File: src/rtl/zero_cross_freq_meter.sv
// zero_cross_freq_meter: pitch estimator counting hysteresis-qualified rising zero crossings per gate window
// Ports:
//   clk          system clock
//   rst          synchronous active-high reset (priority over enable)
//   enable       run enable; low freezes every register and masks freq_valid
//   sample_valid qualifies sample for one cycle
//   sample       signed audio sample, SAMPLE_W bits
//   freq_out     measured frequency in Hz, 15 bits, stable between freq_valid pulses
//   freq_valid   one-cycle result strobe
//   sat_flag     last published result saturated
// Optional feature macro FREQ_AVG_EN: publish the mean of the last four window results.
module zero_cross_freq_meter #(
    parameter int SAMPLE_W    = 16,
    parameter int GATE_CYCLES = 25000000,
    parameter int GATE_SHIFT  = 2,
    parameter int HYST        = 256,
    parameter int MIN_HZ      = 16
) (
    input  logic                       clk,
    input  logic                       rst,
    input  logic                       enable,
    input  logic                       sample_valid,
    input  logic signed [SAMPLE_W-1:0] sample,
    output logic [14:0]                freq_out,
    output logic                       freq_valid,
    output logic                       sat_flag
);
    localparam int GW = (GATE_CYCLES > 1) ? $clog2(GATE_CYCLES) : 1;
    localparam int SW = 16 + GATE_SHIFT;
    localparam logic [GW-1:0] GATE_LAST = GW'(GATE_CYCLES - 1);
    localparam logic signed [SAMPLE_W-1:0] HYST_P = SAMPLE_W'(HYST);
    localparam logic signed [SAMPLE_W-1:0] HYST_N = SAMPLE_W'(-HYST);

    typedef enum logic [1:0] {COUNT, SCALE, AVG, PUBLISH} state_t;

    state_t        state_q, state_d;
    logic [GW-1:0] gate_q, gate_d;
    logic [15:0]   cross_cnt_q, cross_cnt_d;
    logic [15:0]   final_q, final_d;
    logic          armed_q, armed_d;
    logic [14:0]   freq_out_q, freq_out_d;
    logic          freq_valid_q, freq_valid_d;
    logic          sat_flag_q, sat_flag_d;
    logic          hit, gate_end, sat;
    logic [15:0]   cnt_inc;
    logic [SW-1:0] scaled;
    logic [14:0]   result;
`ifdef FREQ_AVG_EN
    logic [3:0][14:0] hist_q, hist_d;
    logic [3:0]       hsat_q, hsat_d;
    logic [16:0]      sum_q, sum_d;
    logic [2:0]       fill_q, fill_d;
`endif

    always_comb begin
        state_d      = state_q;
        gate_d       = gate_q;
        cross_cnt_d  = cross_cnt_q;
        final_d      = final_q;
        armed_d      = armed_q;
        freq_out_d   = freq_out_q;
        freq_valid_d = freq_valid_q;
        sat_flag_d   = sat_flag_q;
`ifdef FREQ_AVG_EN
        hist_d       = hist_q;
        hsat_d       = hsat_q;
        sum_d        = sum_q;
        fill_d       = fill_q;
`endif
        hit      = sample_valid && armed_q && sample >= HYST_P;
        cnt_inc  = (hit && cross_cnt_q != 16'hffff) ? cross_cnt_q + 16'd1 : cross_cnt_q;
        gate_end = gate_q == GATE_LAST;
        scaled   = SW'(final_q) << GATE_SHIFT;
        sat      = scaled > SW'(32767);
        result   = sat ? 15'h7fff : (scaled < SW'(MIN_HZ) ? 15'd0 : scaled[14:0]);
        if (enable) begin
            armed_d     = (sample_valid && sample <= HYST_N) ? 1'b1 : (hit ? 1'b0 : armed_q);
            gate_d      = gate_end ? '0 : gate_q + GW'(1);
            // a crossing on the gate-end cycle belongs to the ending window
            cross_cnt_d = gate_end ? 16'd0 : cnt_inc;
            final_d     = gate_end ? cnt_inc : final_q;
            case (state_q)
                COUNT: state_d = gate_end ? SCALE : COUNT;
`ifdef FREQ_AVG_EN
                SCALE: begin
                    hist_d  = {hist_q[2:0], result};
                    hsat_d  = {hsat_q[2:0], sat};
                    sum_d   = sum_q + 17'(result) - 17'(hist_q[3]);
                    fill_d  = (fill_q == 3'd4) ? fill_q : fill_q + 3'd1;
                    state_d = AVG;
                end
                AVG: begin
                    freq_valid_d = fill_q == 3'd4;
                    freq_out_d   = (fill_q == 3'd4) ? sum_q[16:2] : freq_out_q;
                    sat_flag_d   = (fill_q == 3'd4) ? |hsat_q : sat_flag_q;
                    state_d      = (fill_q == 3'd4) ? PUBLISH : COUNT;
                end
`else
                SCALE: begin
                    freq_out_d   = result;
                    sat_flag_d   = sat;
                    freq_valid_d = 1'b1;
                    state_d      = PUBLISH;
                end
`endif
                PUBLISH: begin
                    freq_valid_d = 1'b0;
                    state_d      = COUNT;
                end
                default: state_d = COUNT;
            endcase
        end
    end

    always_ff @(posedge clk) begin
        if (rst) begin
            state_q      <= COUNT;
            gate_q       <= '0;
            cross_cnt_q  <= '0;
            final_q      <= '0;
            armed_q      <= 1'b0;
            freq_out_q   <= '0;
            freq_valid_q <= 1'b0;
            sat_flag_q   <= 1'b0;
`ifdef FREQ_AVG_EN
            hist_q       <= '0;
            hsat_q       <= '0;
            sum_q        <= '0;
            fill_q       <= '0;
`endif
        end else begin
            state_q      <= state_d;
            gate_q       <= gate_d;
            cross_cnt_q  <= cross_cnt_d;
            final_q      <= final_d;
            armed_q      <= armed_d;
            freq_out_q   <= freq_out_d;
            freq_valid_q <= freq_valid_d;
            sat_flag_q   <= sat_flag_d;
`ifdef FREQ_AVG_EN
            hist_q       <= hist_d;
            hsat_q       <= hsat_d;
            sum_q        <= sum_d;
            fill_q       <= fill_d;
`endif
        end
    end

    // a pulse held over a disabled stretch is released on the first enabled cycle
    assign freq_valid = freq_valid_q && enable;
    assign freq_out   = freq_out_q;
    assign sat_flag   = sat_flag_q;
endmodule

File: config.mk
export PLATFORM = sky130hd
export DESIGN_NAME = zero_cross_freq_meter
export DESIGN_NICKNAME = d
export VERILOG_FILES = /design/src/rtl/zero_cross_freq_meter.sv
export SDC_FILE = /design/constraint.sdc
export NUM_CORES = 1
export LEC_CHECK = 0
export CAP_MARGIN = 5
export CORE_MARGIN = 3
export CORE_UTILIZATION = 50
export CTS_CLUSTER_SIZE = 16
export DETAILED_ROUTE_END_ITERATION = 10
export PLACE_DENSITY = 0.72
export SLEW_MARGIN = 20
export SYNTH_ARGS = -nofsm -noshare
export SYNTH_HDL_FRONTEND = slang
export SYNTH_SLANG_ARGS = --single-unit
File: constraint.sdc
create_clock -name clk -period 2.4 [get_ports clk]
set_input_delay 0.48 -clock clk [delete_from_list [all_inputs] [get_ports clk]]
set_output_delay 0.48 -clock clk [all_outputs]
set_load 0.03 [all_outputs]
* Word-level counts from Yosys, hierarchy flattened
Index checks and enable logic that the tools add are counted.
Operators by class: add/sub/neg operators 2, order comparisons 4, equal/unequal tests 4, mux-type cells 10, reductions and logical operators 12
Operators with widths (number):
- 2-to-1 mux 16 bit | 2
- 2-to-1 mux 15 bit | 2
- adder 25 x 1 -> 25 bit (second input constant) | 1
- == test 25 bit (second input constant) | 1
- 2-to-1 mux 25 bit | 1
- > comparator 18 x 15 -> 1 bit (second input constant) | 1
- less-than comparator 18 x 5 -> 1 bit (second input constant) | 1
- adder 16 x 1 -> 16 bit (second input constant) | 1
- greater-or-equal comparator 16 x 10 -> 1 bit (second input constant) | 1
- <= comparator 16 x 9 -> 1 bit (second input constant) | 1
- != test 16 bit (second input constant) | 1
- AND reduction 2 bit | 4
- logical AND 1 bit | 5
- one-hot mux 2 bit (2 select lines) | 1
- nonzero test 2 bit | 2
- 2-to-1 mux 1 bit | 3
- == test 2 x 1 -> 1 bit (second input constant) | 1
- == test 2 bit (second input constant) | 1
- logical NOT 2 bit | 1
- one-hot mux 1 bit (2 select lines) | 1
Word-level totals: register bits after elaboration 77, input port bits 20, output and inout port bits 17, word-level logic and storage cells 40

* Longest topological paths before layout
Gate-level depths: netlist of run 1.
depth in word-level cells 5, gate-level depth with buffers 7, depth with buffers taken out 6

* Worst setup path after synthesis of run 1
No wires, ideal clock.
path type input-to-reg, from in sample[11], to reg final_q[8], library setup time 0.126 ns, data arrival time 1.881 ns, required time 2.274 ns, setup slack 0.394 ns, stages 6, buffers on the path 1, cells stage by stage or4_4 > o41a_4 > buf_6 > nand3_2 > mux2i_1 > o21ai_1
On the way: cells in the longest elaborated chain, start to end 4
RTL lines:
- from (decl) | RTL line 23 | input logic signed [SAMPLE_W-1:0] sample,
- greater-or-equal comparator 16 x 10 -> 1 bit | RTL line 70 | hit = sample_valid && armed_q && sample >= HYST_P;
- logical AND 1 bit | RTL line 70
- logical AND 1 bit | RTL line 71 | cnt_inc = (hit && cross_cnt_q != 16'hffff) ? cross_cnt_q + 16'd1 : cross_cnt_q;
- 2-to-1 mux 16 bit | RTL line 71
- to (signal assigned) | RTL line 135 | final_q <= final_d;
- to (decl) | RTL line 39 | logic [15:0] final_q, final_d;
No other way between the ends. A chain may end at the register's enable or synchronous reset.

* Final worst setup path of run 1
from in sample[11], to reg cross_cnt_q[7]
On the way: cells in the longest elaborated chain, start to end 5
RTL lines:
- greater-or-equal comparator 16 x 10 -> 1 bit | RTL line 70
- logical AND 1 bit | RTL line 70
- logical AND 1 bit | RTL line 71
- 2-to-1 mux 16 bit | RTL line 71
- 2-to-1 mux 16 bit | RTL line 80 | cross_cnt_d = gate_end ? 16'd0 : cnt_inc;
- to (signal assigned) | RTL line 134 | cross_cnt_q <= cross_cnt_d;
- to (decl) | RTL line 38 | logic [15:0] cross_cnt_q, cross_cnt_d;
No other way between the ends.

==> results.toml, run 1 <==
[sta]
final.min_clock_period_ns = 2.142
worst_pin_slew_ns = 0.8752
rsz0062_at_grt = "false"
finClkSkew_ns = 0.01025
min_period_over_period_pct = 89.26
final_max_slew_viol_count = 0
setup_violations = 0
fmax_ghz = 0.4668
slew_headroom_pct = 41.65
whs_ns = 0.4630
finalHoldViolCount = 0

[floorplanning]
std_cell_rows = 30
die_area_um2 = 8320
core_area_um2 = 6907
die_h_um = 91.22
die_w_um = 91.22
io_pins = 37
initial_core_util_pct = 52.57

[clock_network]
cts_num_sinks = 75
ctsHoldBuffers = 0
worstSkewPairLatency_ns = 0.34
cts_resized = 0
clock-root-buffer = "clkbuf_8"
clkSlewWorstSetupHoldPaths_ns = 0.07
cts_setup_buffers = 0
htreeDepth = 3
cts_tree = "yes"
clk_path_buf_depth = 2
cts_made_buffers = 9

[global_route]
grt_overflow_total = 0
grt_max_degree = 24
gr-usage-all-layers_pct = 20.31
grt_pass1_vias = 2963
grt_pass1_wl_um = 13870
antenna_found_initial = 0

[setup_path]
slowest_delay_ns = 0.57
end_kind = "register"
worst_path_max_delay_cell = "or4_4"
crit_fanout = 13
regToRegEndpoint = "cross_cnt_q[6]$_SDFFE_PP0P_"
required_ns = 2.63
arrival_ns = 2.37
timing.rr.start = "gate_q[0]$_SDFFE_PP0P_"
cp_cell_sequence = "clkdlybuf4s50_1 -> or4_4 -> o41a_4 -> nand3_1 -> nor3_1 -> o21bai_1"
reg2reg_depth = 6
critPathBufInv = 1
cp_top_family = "simple AND/OR/NAND/NOR gates"
r2r_slack_ns = 0.32
critPathLaunchType = "input port"
crit_type = "in -> reg"

[synth]
synth_edf_count = 0
ys_seq_area_share_pct = 41.35
netlist_area_um2 = 3631
synth_area_leaders = "dfxtp_1 (41%), nor2_1 (5.9%), xnor2_1 (5.5%)"
synthCells = 430
yosys.area_share.adder_pct = 0.6892
synth_top_family_by_area = "simple AND/OR/NAND/NOR gates"
synth.distinct_cells = 53
synth_simple_gate_area_share_pct = 32.56
syn-num-nets = 452
synth.area.mux_share_pct = 0.2757
synth.avg_cell_area_um2 = 8.444
synth_seq_cells = 75
yosys_warnings = 0
ys.flop_type = "dfxtp_1"
synthArstFlopShare_pct = 0
synth_compound_area_share_pct = 12.41
yosysTopAreaCell = "dfxtp_1"
netlist.area_leader.share_pct = 41.35
synthXorXnorAreaFrac_pct = 9.166

[min_path]
whs_endpoint = "final_q[1]$_SDFFE_PP0P_"
hp-start = "final_q[1]$_SDFFE_PP0P_"
holdPathStages = 2
hp-class = "reg -> reg"

[power]
power_mw = 2.354
p_int_mw = 1.816
p_sw_uw = 538.1
seqPwrFrac_pct = 53.1
p_sw_share_pct = 22.86
clockPowerShare_pct = 42.0
power_density_nw_per_um2 = 538.2
p_leak_nw = 1.487
combinationalPowerShare_pct = 4.8
irDropWorstVdd_uv = 331.9

[detailed_routing]
drt_iter0_markers = 181
postRouteAntennaNets = 0
route.detailed.drc = 0
wl_um = 8084
drt_first_pass_iters = 6
avgRoutedWirePerCell_um = 13.91
avgViaCountPerCell = 5.530
via_count = 3213

[placed_design]
dp_hpwl_um = 5900
port_buffers = 36
gp_congestion = 0.8609

[final_layout]
nets = 502
layout_commonest_cell = "dfxtp_1"
diodes = 0
drive_above_1_share_pct = 11.34
layout_common_cells = "dfxtp_1 (75), nor2_1 (57), nand2_1 (39), clkdlybuf4s50_1 (35), xnor2_1 (23)"
syn_to_final_growth_pct = 20.47

[run_status]
status = "complete, no violations"

[flow_run]
maxCapViolCount = 0
area by class of cell:
cell class | instances | area (um2)
timing repair buffer | 56 | 508.0
multi-input combinational | 327 | 2001
clock buffer | 11 | 141.4
sequential | 75 | 1501
clock inverter | 5 | 61.31
fill | 634 | 2532
inverter | 11 | 41.29
tap | 96 | 120.1
flip-flops by register name (all words and copies together) (netlist names):
name          cells
armed_q           1
cross_cnt_q      16
final_q          16
freq_out         14
freq_valid_q      1
gate_q           25
state_q           2
cells by family (layout without fill, tap and decap cells):
family,after synthesis,in the layout
flops,75,75
fa+ha+maj,2,2
simple gates,218,218
compound gates,68,68
xor+xnor,38,38
buf+inv,28,83
mux,1,1
how the worst max path moves through the flow:
stage / end / cells past startpoint / startpoint / slack [ns]
floorplan: final_q[8]$_SDFFE_PP0P_ / 6 / sample[11] / 0.39
global placement: cross_cnt_q[7]$_SDFFE_PP0P_ / 6 / sample[11] / -0.05
detailed placement: final_q[8]$_SDFFE_PP0P_ / 6 / sample[11] / -0.09
CTS: final_q[8]$_SDFFE_PP0P_ / 6 / sample[11] / 0.27
global route: cross_cnt_q[6]$_SDFFE_PP0P_ / 6 / gate_q[0]$_SDFFE_PP0P_ / 0.16
finish: cross_cnt_q[7]$_SDFFE_PP0P_ / 6 / sample[11] / 0.26
worst register-to-register path, cell delays in order (launching register included):
cell	delay, ns
dfxtp_1	0.34
ha_1	0.21
and2_1	0.18
and4_1	0.24
a21oi_1	0.71
a21oi_1	0.15
o21ai_0	0.18
cell usage after synthesis (all sizes together) (3+ instances only):
cell type,number
nand3b,4
xor2,15
nor2,57
buf,6
o21ai,29
or3,8
and2,9
xnor2,23
o32ai,3
dfxtp,75
nor4,15
clkbuf,11
nand2,40
nor2b,3
nand4,16
or4,3
inv,10
a21oi,21
nor3,21
and3,8
and4,7
nand3,22
power by group through the flow:
stage               registers (mW)  logic (mW)  clock network [mW]
floorplan                     1.28      0.0486                   0
global placement              1.28       0.112                   0
detailed placement            1.28       0.113                   0
CTS                           1.25       0.114                1.01
global route                  1.25       0.124                1.06
finish                        1.25       0.114               0.990
per-layer routing:
| layer | GRT usage [%] | wire, um | share of wire [%] | up-vias |
|---|---|---|---|---|
| met5 | 0 | 0 | 0 | - |
| met4 | 7.538 | 105 | 1.3 | 0 |
| met3 | 3.231 | 383 | 4.7 | 11 |
| met2 | 31.33 | 3551 | 44 | 76 |
| met1 | 28.59 | 4044 | 50 | 1491 |
| li1 | - | - | - | 1635 |
metrics by stage:
| step | cell area [um2] | instances | TNS, ns | utilization [%] | setup slack, ns |
|---|---|---|---|---|---|
| 2_1_floorplan | 3631 | 430 | 0 | - | 0.3937 |
| 3_3_place_gp | 4172 | 565 | -0.4584 | 60.40 | -0.04727 |
| 3_5_place_dp | 4172 | 565 | -1.163 | 60.40 | -0.09446 |
| 4_1_cts | 4374 | 581 | 0 | 63.33 | 0.2705 |
| 5_1_grt | 4374 | 581 | 0 | 63.33 | 0.1625 |
| 6_report | 4374 | 581 | 0 | 63.33 | 0.2578 |
No activity file was read; power rests on OpenSTA's default activity.
==> run 2, diff against run 1 <==
--- a/config.mk
+++ b/config.mk
@@ -10,8 +10,10 @@
 export CORE_UTILIZATION = 50
 export CTS_CLUSTER_SIZE = 16
 export DETAILED_ROUTE_END_ITERATION = 10
+export HOLD_SLACK_MARGIN = 0.03
 export PLACE_DENSITY = 0.72
 export SLEW_MARGIN = 20
 export SYNTH_ARGS = -nofsm -noshare
 export SYNTH_HDL_FRONTEND = slang
 export SYNTH_SLANG_ARGS = --single-unit
+export TNS_END_PERCENT = 100
==> constraint.sdc (replaced) <==
create_clock -name clk -period 2.4 [get_ports clk]
set_input_delay 0.48 -clock clk [delete_from_list [all_inputs] [get_ports clk]]
set_output_delay 0.48 -clock clk [all_outputs]
set_load 0.1 [all_outputs]
==> run 2 against run 1 <==
Design area decreased by 0.86%. Clock skew increased by 0.00068 ns. Die area unchanged. First-iteration DRC count increased by 25%. Clock-buffer cell count decreased by 1. Combinational power about the same. Critical path type unchanged. Largest cell class unchanged.
==> results.toml, run 2 (same netlist as run 1, synthesis figures left out) <==
[final_layout]
drive_above_1_share_pct = 14.32
reg.largest.list = "gate_q x25, cross_cnt_q x16, final_q x16"
stdcell_area_um2 = 4337
largest_reg_flops = 25
layout_common_cells = "dfxtp_1 (75), nor2_1 (57), nand2_1 (39), buf_4 (32), xnor2_1 (23)"
fin_cells = 578
layout_commonest_cell = "dfxtp_1"
regMostFlops = "gate_q"
diodes = 0
syn_to_final_growth_pct = 19.43
nets = 499

[power]
irDropWorstVdd_uv = 318.9
p_sw_uw = 559.1
seqPwrFrac_pct = 52.8
p_leak_nw = 1.525
combinationalPowerShare_pct = 4.8
clockPowerShare_pct = 42.4
p_int_mw = 1.810
power_density_nw_per_um2 = 546.3
p_sw_share_pct = 23.60

[flow_run]
maxCapViolCount = 0

[sta]
finClkSkew_ns = 0.01093
setup_violations = 0
slew_headroom_pct = 36.99
rsz0062_at_grt = "false"
final_max_slew_viol_count = 0
min_period_over_period_pct = 92.50
finalHoldViolCount = 0
final.min_clock_period_ns = 2.220
worst_pin_slew_ns = 0.9452
fmax_ghz = 0.4505

[floorplanning]
io_pins = 37
core_area_um2 = 6907
die_w_um = 91.22
die_h_um = 91.22
die_area_um2 = 8320
initial_core_util_pct = 52.57
std_cell_rows = 30

[clock_network]
ctsHoldBuffers = 0
clock-root-buffer = "clkbuf_8"
cts_made_buffers = 9
cts_tree = "yes"
cts_num_sinks = 75
clk_path_buf_depth = 2
htreeDepth = 3
worstSkewPairLatency_ns = 0.35
cts_resized = 0
cts_setup_buffers = 0
clkSlewWorstSetupHoldPaths_ns = 0.08

[global_route]
grt_overflow_total = 0
gr-usage-all-layers_pct = 21.12
grt_pass1_vias = 2996
grt_pass1_wl_um = 14340
antenna_found_initial = 0
grt_max_degree = 35

[setup_path]
timing.rr.start = "gate_q[0]$_SDFFE_PP0P_"
arrival_ns = 2.46
crit_type = "in -> reg"
required_ns = 2.64
slowest_delay_ns = 0.60
crit_fanout = 6
critPathLaunchType = "input port"
worst_path_max_delay_cell = "nor4_1"
reg2reg_depth = 6
regToRegEndpoint = "cross_cnt_q[6]$_SDFFE_PP0P_"
cp_cell_sequence = "clkdlybuf4s50_1 -> and3b_1 -> o41ai_4 -> buf_4 -> nor4_1 -> o21ai_0 -> a32o_1"
end_kind = "register"
r2r_slack_ns = 0.25

[min_path]
hp-class = "reg -> reg"
whs_endpoint = "final_q[9]$_SDFFE_PP0P_"
holdPathStages = 2
hp-start = "final_q[9]$_SDFFE_PP0P_"

[detailed_routing]
wl_um = 8565
route.detailed.drc = 0
postRouteAntennaNets = 0
drt_first_pass_iters = 4
via_count = 3240
avgViaCountPerCell = 5.606
drt_iter0_markers = 226
avgRoutedWirePerCell_um = 14.82

[placed_design]
gp_congestion = 0.8265
dp_hpwl_um = 6158
dpl-instance-area_um2 = 4134
dp_cells = 562
port_buffers = 36

[run_status]
status = "complete, no violations"
## run 2: worst max-delay path by stage
stage                       from                           to  slack [ns]  cells after the start
finish                sample[15]  cross_cnt_q[3]$_SDFFE_PP0P_        0.18                      7
floorplan                 enable                   freq_valid        0.39                      2
global route        sample_valid  cross_cnt_q[3]$_SDFFE_PP0P_       0.007                      7
detailed placement    sample[15]  cross_cnt_q[3]$_SDFFE_PP0P_       -0.14                      7
global placement      sample[15]  cross_cnt_q[3]$_SDFFE_PP0P_       -0.07                      7
CTS                   sample[15]  cross_cnt_q[3]$_SDFFE_PP0P_        0.21                      7
## run 2: final cells by class
type                    instances  area (um2)
fillers                       639        2570
multi-input cells             327        2001
flip-flops and latches         75        1501
repair buffers                 53       470.5
clock buffers                  10       137.6
well taps                      96       120.1
clock inverters                 6       65.06
inverters                      11       41.29
## run 2: metal layers
metal  up-vias  share of wire [%]  track usage [%]
met2        94                 43            32.37
li1       1635                  -                -
met4         0                1.3            8.417
met3         9                6.3            4.391
met5         -                  0                0
met1      1502                 49            29.02
## run 2: power groups by stage
stage	Clock (mW)	Combinational (mW)	Sequential (mW)
floorplan	0	0.0486	1.28
global placement	0	0.110	1.28
detailed placement	0	0.113	1.28
CTS	1.02	0.113	1.25
global route	1.07	0.122	1.25
finish	1.00	0.113	1.25
## run 2: critical path: cells and delay by family
family / cells / cell delay, ns
buffers and inverters: 2 / 0.58
AND/OR/NAND/NOR: 2 / 0.88
AO/OA/AOI/OAI: 3 / 0.52
## run 2: through the flow
stage | util, % | total power [mW] | setup WS (ns) | setup TNS, ns | hold slack (ns)
2_1_floorplan | - | 1.328 | 0.3921 | 0 | 0.4249
3_3_place_gp | 59.86 | 1.390 | -0.07263 | -0.5268 | 0.4399
3_5_place_dp | 59.86 | 1.393 | -0.1448 | -1.465 | 0.4530
4_1_cts | 62.79 | 2.379 | 0.2107 | 0 | 0.4689
5_1_grt | 62.79 | 2.440 | 0.006602 | 0 | 0.4843
6_report | 62.79 | 2.369 | 0.1801 | 0 | 0.4665
==> run 3, diff against run 2 <==
--- a/config.mk
+++ b/config.mk
@@ -6,12 +6,14 @@
 export NUM_CORES = 1
 export LEC_CHECK = 0
 export CAP_MARGIN = 5
+export CELL_PAD_IN_SITES_DETAIL_PLACEMENT = 1
+export CELL_PAD_IN_SITES_GLOBAL_PLACEMENT = 1
 export CORE_MARGIN = 3
-export CORE_UTILIZATION = 50
+export CORE_UTILIZATION = 46
 export CTS_CLUSTER_SIZE = 16
 export DETAILED_ROUTE_END_ITERATION = 10
 export HOLD_SLACK_MARGIN = 0.03
-export PLACE_DENSITY = 0.72
+export PLACE_DENSITY_LB_ADDON = 0.1
 export SLEW_MARGIN = 20
 export SYNTH_ARGS = -nofsm -noshare
 export SYNTH_HDL_FRONTEND = slang
==> constraint.sdc (replaced) <==
create_clock -name clk -period 2.8 [get_ports clk]
set_input_delay 0.56 -clock clk [delete_from_list [all_inputs] [get_ports clk]]
set_output_delay 0.56 -clock clk [all_outputs]
set_load 0.1 [all_outputs]
==> run 3 against run 2 <==
Worst hold slack worse by 0.0095 ns. Critical path depth down 3. Clock power down 11%. Routed wire length up 15%. Register-to-register slack better by 0.50 ns. First-iteration DRC count down 9.3%. Power down 13%. Clock-buffer cell count down 1.
==> results.toml, run 3 (same netlist as run 1, synthesis figures left out) <==
[run_status]
status = "complete, no violations"

[clock_network]
clkSlewWorstSetupHoldPaths_ns = 0.08
clk_path_buf_depth = 2
cts_setup_buffers = 0
htreeDepth = 3
worstSkewPairLatency_ns = 0.36
cts_resized = 0
cts_tree = "yes"
clock-root-buffer = "clkbuf_8"
ctsHoldBuffers = 0
cts_num_sinks = 75
cts_made_buffers = 9

[power]
irDropWorstVdd_uv = 222.4
p_leak_nw = 1.491
combinationalPowerShare_pct = 4.7
p_sw_uw = 521.9
seqPwrFrac_pct = 52.0
p_int_mw = 1.541
clockPowerShare_pct = 43.3
power_density_nw_per_um2 = 480.4
p_sw_share_pct = 25.30

[global_route]
grt_max_degree = 21
gr-usage-all-layers_pct = 23.33
grt_pass1_vias = 3369
grt_overflow_total = 0
antenna_found_initial = 0
grt_pass1_wl_um = 16390

[sta]
worst_pin_slew_ns = 0.6256
finalHoldViolCount = 0
whs_ns = 0.4570
min_period_over_period_pct = 83.72
rsz0062_at_grt = "false"
setup_violations = 0
slew_headroom_pct = 57.94
fmax_ghz = 0.4266
fin_tns_setup_ns = 0
finClkSkew_ns = 0.01285
final.min_clock_period_ns = 2.344
final_max_slew_viol_count = 0

[min_path]
hp-class = "reg -> reg"

[placed_design]
port_buffers = 36
gp_congestion = 0.8581
dpl-instance-area_um2 = 4088
dp_hpwl_um = 7090
dp_cells = 560

[final_layout]
regMostFlops = "gate_q"
fin_cells = 576
nFillCells = 916
reg.largest.list = "gate_q x25, cross_cnt_q x16, final_q x16"
diodes = 0
layout_common_cells = "dfxtp_1 (75), nor2_1 (57), nand2_1 (39), buf_4 (28), xnor2_1 (23)"
drive_above_1_share_pct = 13.42
syn_to_final_growth_pct = 18.26
nets = 494
largest_reg_flops = 25
stdcell_area_um2 = 4294
layout_commonest_cell = "dfxtp_1"
post-route-util_pct = 57.66

[setup_path]
required_ns = 2.24
critPathLaunchType = "input port"
crit_fanout = 9
end_kind = "output port"
arrival_ns = 1.78
crit_type = "in -> out"

[floorplanning]
die_h_um = 94.85
io_pins = 37
initial_core_util_pct = 48.76
core_area_um2 = 7447
die_area_um2 = 8996
die_w_um = 94.85
std_cell_rows = 31

[detailed_routing]
route.detailed.drc = 0
via_count = 3291
avgRoutedWirePerCell_um = 17.14
drt_iter0_markers = 205
avgViaCountPerCell = 5.714
postRouteAntennaNets = 0
drt_first_pass_iters = 4
wl_um = 9870

[flow_run]
maxCapViolCount = 0
run 3: cell count changes in the layout (fill, tap and decap cells not counted), sizes merged:
cell | before | now
buf | 34 | 29
clkinv | 5 | 1
inv | 10 | 14
clkbuf | 10 | 9
clkinvlp | 1 | 2
run 3: layout make-up:
type	count	area (um2)	share of cell area (%)
clock buffer	9	123.9	2.885
clock inverter	7	82.58	1.923
inverter	11	41.29	0.9615
multi-input combinational	327	2001	46.59
sequential	75	1501	34.97
tap	99	123.9	2.885
timing repair buffer	48	420.4	9.790
run 3: final timing paths:
check | depth (start not counted) | endpoint | slack, ns | startpoint
hold / removal | 2 | final_q[1]$_SDFFE_PP0P_ | 0.46 | final_q[1]$_SDFFE_PP0P_
setup reg to reg | 6 | cross_cnt_q[3]$_SDFFE_PP0P_ | 0.75 | cross_cnt_q[0]$_SDFFE_PP0P_
setup / recovery | 4 | freq_valid | 0.46 | enable
hold reg to reg | 2 | final_q[1]$_SDFFE_PP0P_ | 0.46 | final_q[1]$_SDFFE_PP0P_
run 3: routing by layer:
| layer | track usage, % | up-vias | part of all wire (%) |
|---|---|---|---|
| li1 | - | 1613 | - |
| met3 | 3.904 | 17 | 4.6 |
| met1 | 30.76 | 1582 | 48 |
| met4 | 10.22 | 0 | 1.8 |
| met5 | 0 | - | 0 |
| met2 | 37.40 | 79 | 46 |
run 3: worst max-delay path: stages:
cell and delay, ns:
clkdlybuf4s50_1 0.63, buf_4 0.22, and2_1 0.18, buf_12 0.18
run 3: power by group through the flow:
stage	Clock (mW)	Sequential, mW	Combinational (mW)
2_1_floorplan	0	1.10	0.0416
4_1_cts	0.915	1.07	0.0969
6_report	0.894	1.07	0.0966
5_1_grt	0.966	1.07	0.105
3_3_place_gp	0	1.10	0.0934
3_5_place_dp	0	1.10	0.0963
run 3: per-stage QoR:
stage                     power [mW]  setup WS, ns
after floorplan                1.139        0.6321
after global placement         1.191        0.2403
after detailed placement       1.194        0.1686
after CTS                      2.085        0.4622
after global routing           2.145        0.4107
final                          2.063        0.4557
